--- config.mk ---
export PLATFORM = sky130hd
export DESIGN_NAME = rv32v_vdiv_sequencer
export DESIGN_NICKNAME = d
export VERILOG_FILES = /design/src/rtl/rv32v_vdiv_sequencer.sv
export SDC_FILE = /design/constraint.sdc
export NUM_CORES = 1
export LEC_CHECK = 0
export ABC_AREA = 1
export ABC_CLOCK_PERIOD_IN_PS = 2700
export CORE_MARGIN = 8
export CORE_UTILIZATION = 36
export DETAILED_ROUTE_END_ITERATION = 8
export PLACE_DENSITY_LB_ADDON = 0.1
export SYNTH_ARGS = -nofsm -noshare
export SYNTH_HDL_FRONTEND = slang
export SYNTH_SLANG_ARGS = --single-unit
--- constraint.sdc ---
create_clock -name CLK -period 2.7 [get_ports CLK]
set_input_delay 0.54 -clock CLK [delete_from_list [all_inputs] [get_ports CLK]]
set_output_delay 0.54 -clock CLK [all_outputs]
set_load 0.02 [all_outputs]
--- src/rtl/rv32v_vdiv_sequencer.sv ---
// Element sequencer for RV32V vdiv/vdivu/vrem/vremu: walks vstart..vl-1, reads operands,
// issues one divide at a time over the divider en/busy handshake and writes each result back.
module rv32v_vdiv_sequencer #(
  parameter  int NELEM = 32,
  localparam int IDX_W = $clog2(NELEM)
) (
  input  logic             CLK,
  input  logic             nRST,
  input  logic             start,
  input  logic [IDX_W:0]   vl,
  input  logic [IDX_W-1:0] vstart,
  input  logic             vm,
  input  logic             is_unsigned,
  input  logic             is_rem,
  input  logic             abort,
  output logic             busy,
  output logic             done,
  output logic             rd_en,
  output logic [IDX_W-1:0] rd_idx,
  input  logic [31:0]      rd_vs1,
  input  logic [31:0]      rd_vs2,
  input  logic             rd_mask,
  output logic             div_en,
  output logic [31:0]      div_vs1,
  output logic [31:0]      div_vs2,
  output logic             div_unsigned,
  output logic             div_rem,
  input  logic             div_busy,
  input  logic [31:0]      div_res,
  output logic             wb_en,
  output logic [IDX_W-1:0] wb_idx,
  output logic [31:0]      wb_data
);

  typedef enum logic [2:0] {IDLE, READ, OPND, DIV, WB, DRAIN, DONE} state_t;

  state_t           state;
  logic [IDX_W-1:0] idx;
  logic [IDX_W:0]   vl_r;
  logic             vm_r;
  logic             div_issue;
  logic [IDX_W:0]   idx_inc;
  logic             last;

  assign busy    = (state != IDLE);
  assign idx_inc = {1'b0, idx} + 1'b1;
  assign last    = (idx_inc >= vl_r);

  always_ff @(posedge CLK or negedge nRST) begin
    if (!nRST) begin
      state        <= IDLE;
      idx          <= '0;
      vl_r         <= '0;
      vm_r         <= 1'b0;
      div_issue    <= 1'b0;
      done         <= 1'b0;
      rd_en        <= 1'b0;
      rd_idx       <= '0;
      div_en       <= 1'b0;
      div_vs1      <= '0;
      div_vs2      <= '0;
      div_unsigned <= 1'b0;
      div_rem      <= 1'b0;
      wb_en        <= 1'b0;
      wb_idx       <= '0;
      wb_data      <= '0;
    end else begin
      done  <= 1'b0;
      rd_en <= 1'b0;
      wb_en <= 1'b0;
      case (state)
        IDLE: if (start && !abort) begin
          vl_r         <= vl;
          vm_r         <= vm;
          div_unsigned <= is_unsigned;
          div_rem      <= is_rem;
          idx          <= vstart;
          if ({1'b0, vstart} >= vl) begin
            state <= DONE;
            done  <= 1'b1;
          end else begin
            state  <= READ;
            rd_en  <= 1'b1;
            rd_idx <= vstart;
          end
        end
        READ: state <= abort ? IDLE : OPND;
        OPND: if (abort) begin
          state <= IDLE;
        end else begin
          div_vs1 <= rd_vs1;
          div_vs2 <= rd_vs2;
          if (!vm_r && !rd_mask) begin
            // masked-off element: no divide, no writeback, straight to the next index
            if (last) begin
              state <= DONE;
              done  <= 1'b1;
            end else begin
              idx    <= idx_inc[IDX_W-1:0];
              rd_idx <= idx_inc[IDX_W-1:0];
              rd_en  <= 1'b1;
              state  <= READ;
            end
          end else begin
            state     <= DIV;
            div_en    <= 1'b1;
            div_issue <= 1'b1;
          end
        end
        DIV: begin
          div_issue <= 1'b0;
          if (abort) begin
            state  <= DRAIN;
            div_en <= 1'b0;
          end else if (!div_issue && !div_busy) begin
            // busy in the issue cycle is stale; only a later low means the result is valid
            wb_data <= div_res;
            div_en  <= 1'b0;
            wb_en   <= 1'b1;
            wb_idx  <= idx;
            state   <= WB;
          end
        end
        WB: if (abort) begin
          state <= IDLE;
        end else if (last) begin
          state <= DONE;
          done  <= 1'b1;
        end else begin
          idx    <= idx_inc[IDX_W-1:0];
          rd_idx <= idx_inc[IDX_W-1:0];
          rd_en  <= 1'b1;
          state  <= READ;
        end
        DRAIN: if (!div_busy) state <= IDLE;
        DONE:  state <= IDLE;
        default: state <= IDLE;
      endcase
    end
  end

endmodule

==> results of run 1 <==
-- state kept, by name, indices dropped and copies added (netlist names) --
name	flops
div_en	1
div_issue	1
div_rem	1
div_unsigned	1
div_vs1	32
div_vs2	32
done	1
idx	5
rd_en	1
rd_idx	5
state	3
vl_r	6
vm_r	1
wb_data	32
wb_en	1
wb_idx	5
-- path summary, 6_finish.rpt --
| path | from | to | slack (ps) | depth (start not counted) |
|---|---|---|---|---|
| max reg2reg | idx[0]$_DFFE_PN0P_ | idx[3]$_DFFE_PN0P_ | 210 | 13 |
| min | nRST | div_rem$_DFFE_PN0P_ | 130 | 1 |
| min in group CLK | div_vs1[19]$_DFFE_PN0P_ | div_vs1[19]$_DFFE_PN0P_ | 470 | 2 |
| max | idx[0]$_DFFE_PN0P_ | idx[3]$_DFFE_PN0P_ | 210 | 13 |
| min reg2reg | div_vs1[19]$_DFFE_PN0P_ | div_vs1[19]$_DFFE_PN0P_ | 470 | 2 |
| max in group asynchronous | nRST | div_vs2[12]$_DFFE_PN0P_ | 1850 | 2 |
-- cells by family after synthesis --
kind of cell             after synthesis
AND/OR/NAND/NOR                      405
flip-flops                           128
buffers and inverters                 70
AO/OA/AOI/OAI                         29
adder cells (fa/ha/maj)               12
multiplexers                           4
XOR/XNOR                               2
-- final cells by class --
type | count | area, sq um
clock buffer | 19 | 453
clock inverter | 13 | 136
fill | 1357 | 6590
inverter | 46 | 174
multi-input combinational | 452 | 1960
sequential | 128 | 3200
tap | 188 | 235
timing repair buffer | 235 | 2340
-- power breakdown --
part	internal, mW	leakage (nW)	switching (mW)
combinational	2.01	2.36	2.49
clock	1.40	0.281	0.853
sequential	2.78	1.63	0.480
total	6.19	4.27	3.82
-- placed cells by master, fill, tap and decap left out, types with 5 or more instances in the layout --
cell type        netlist  routed
o21ai_0                9       9
o21ai_1               10      10
clkinv_2               1       5
ha_1                  12      12
nand2_1              369     369
nor2_1                11      11
inv_2                  6       6
dfrtp_1              128     128
clkdlybuf4s50_1        0     227
clkbuf_16              0      17
inv_1                 39      39
a21oi_1                7       7
nand3_1               10      10
buf_4                  6       7
-- critical path, cell delays in order, from the launching register on --
cell and delay [ps]:
dfrtp_1 430, ha_1 240, nand3_1 100, xor2_1 220
inv_1 70, ha_1 270, nand2_1 80, inv_1 40
a21oi_1 240, nand2_1 180, nand2_1 120, and2_2 250
nand2_1 90, o21ai_1 80
-- metrics by stage --
stage / instance area [sq um] / worst slack (ps) / power (mW) / utilization
floorplan: 5500 / 541 / 5.61 / -
global placement: 7910 / 337 / 7.74 / 0.524
detailed placement: 7910 / 159 / 7.83 / 0.524
CTS: 8500 / 155 / 10.1 / 0.564
global route: 8500 / 34.2 / 10.7 / 0.564
finish: 8500 / 213 / 10.0 / 0.564
-- routing by layer --
layer	track usage	share of wire	vias up
met2	0.280	0.47	176
met3	0.0711	0.088	14
met4	0.0474	0.011	0
li1	-	-	2440
met1	0.204	0.43	2266
met5	0	0	-
-- timing repair --
action                                  4_1_cts  5_1_grt
endpoints found under the setup margin        0        5
hold endpoints to repair                      0        0
resized for setup                             0        1
==> impl_metrics.py, run 1 <==
metrics = {
    "synth": {
        "share_of_the_synthesized_area_in_the_top_cell_type": 0.583,
        "syn-cell-area_sq_um": 5500,
        "post_synth_mux_area_share": 0.00819,
        "postSynthCellCount": 650,
        "yosys.cell_types.count": 31,
        "syn_nets": 778,
        "yosys_warnings": 0,
        "post-synth-top-count-cell": "nand2_1",
        "post_synth_edffs": 0,
        "post_synth_simple_gate_area": 0.289,
        "yosys.area_share.xor_xnor": 0.00319,
        "part_of_the_yosys_area_used_for_sequential_elements": 0.583,
        "yosys-top-cells-area": "dfrtp_1, nand2_1, ha_1",
        "mean_instance_size_in_the_synthesized_netlist_sq_um": 8.46,
        "most_instantiated_cells_after_synthesis": "nand2_1, dfrtp_1, inv_1",
        "yosys.area_share.adder": 0.0273,
        "ys_async_sr_fraction": 1.00,
        "compound_cell_area_share_of_the_yosys_netlist": 0.0278,
        "ys_dominant_reg_cell": "dfrtp_1",
        "area_leader_netlist": "dfrtp_1",
        "synth_seq_cells": 128,
        "synth_top_family_by_area": "simple AND/OR/NAND/NOR gates",
    },
    "worst_hold_path": {
        "worstHoldPathType": "input pin to async pin",
    },
    "detailed_routing": {
        "final_routed_wirelength_across_all_metal_layers_mm": 16.3,
        "routed_via_density": 4.53,
        "drt_pre_antenna_iters": 4,
        "drcViolationCount": 0,
        "num_vias": 4896,
        "routed_wire_length_per_instance_microns": 15.1,
        "initialDrtViolationCount": 297,
        "drtAntennaViolNets": 0,
    },
    "clock_tree": {
        "worst_skew_pair.late_latency_ps": 420,
        "cts_tree": "done",
        "clk_pin_slew_worst_paths_ps": 60,
        "clock-sinks": 128,
        "cts_max_path_buffers": 2,
        "post-cts-setup-buffer-count": 0,
        "cts_hold_buffers": 0,
        "htree_levels": 4,
        "clockRootBuffer": "clkbuf_16",
        "numCtsBuffers": 17,
    },
    "grt": {
        "grt_overflow_total": 0,
        "grt_start_max_net_pins": 68,
        "total_global_routing_track_utilization": 0.171,
        "grt_first_pass_wirelength_mm": 26.7,
        "number_of_global_route_vias_before_repair": 5059,
        "number_of_antenna_violations_at_the_first_check_in_global_routing": 0,
    },
    "final_layout": {
        "final_layout_size_suffix_gt1_frac": 0.0683,
        "flow.area_growth_from_synthesis_pct": 54.7,
        "final_cells": 1081,
        "num-nets-final": 1008,
        "antenna_cells": 0,
    },
    "critical_path": {
        "worstSetupPathType": "flop to flop",
        "critPathArrivalTime_ps": 2820,
        "worst_setup_path_end_kind": "flop",
        "crit_fanout": 10,
        "data_required_critical_path_ps": 3030,
        "setup.worst_path.start_class": "flop",
    },
    "floorplanning": {
        "dieHeight_microns": 140,
        "core.rowCount": 45,
        "design.core.area_sq_um": 15100,
        "dieWidth_microns": 140,
        "io_pins": 229,
        "floorplan.initialDensity": 0.364,
        "die-area_sq_um": 19500,
    },
    "sta": {
        "period_utilization_post_route": 0.921,
        "timing.fmax_mhz": 402,
        "finalSetupViolCount": 0,
        "relSlewSlack": 0.264,
        "hold_slack_ps": 134,
        "finClkSkew_ps": 14.8,
        "final-hold-violation-count": 0,
        "fin_setup_tns_ps": 0,
        "final-max-slew-violation-count": 0,
        "worst_pin_slew_ps": 1100,
        "post-route-min-period_ps": 2490,
        "unrepaired_setup_endpoints_after_global_routing": "false",
    },
    "pwr": {
        "max-vdd-ir-drop_uv": 440,
        "power_density_nw_per_um2": 1180,
        "power_leakage_nw": 4.27,
    },
    "placement": {
        "final_replace_weighted_congestion": 0.855,
        "numPlacedInstances": 1049,
        "dp_hpwl_mm": 12.2,
        "port_buffers": 228,
    },
    "outcome": {
        "run_status": "completed",
    },
    "job": {
        "drv_cap": 0,
    },
}
(Power assumes the default switching activity.)
==> run 2: changes to the inputs <==
--- a/config.mk
+++ b/config.mk
@@ -9,6 +9,7 @@
 export ABC_CLOCK_PERIOD_IN_PS = 2700
 export CORE_MARGIN = 8
 export CORE_UTILIZATION = 36
+export CTS_CLUSTER_DIAMETER = 120
 export DETAILED_ROUTE_END_ITERATION = 8
 export PLACE_DENSITY_LB_ADDON = 0.1
 export SYNTH_ARGS = -nofsm -noshare
==> results of run 2 <==
No change in the layout: final DEF, timing and power equal those of run 1.
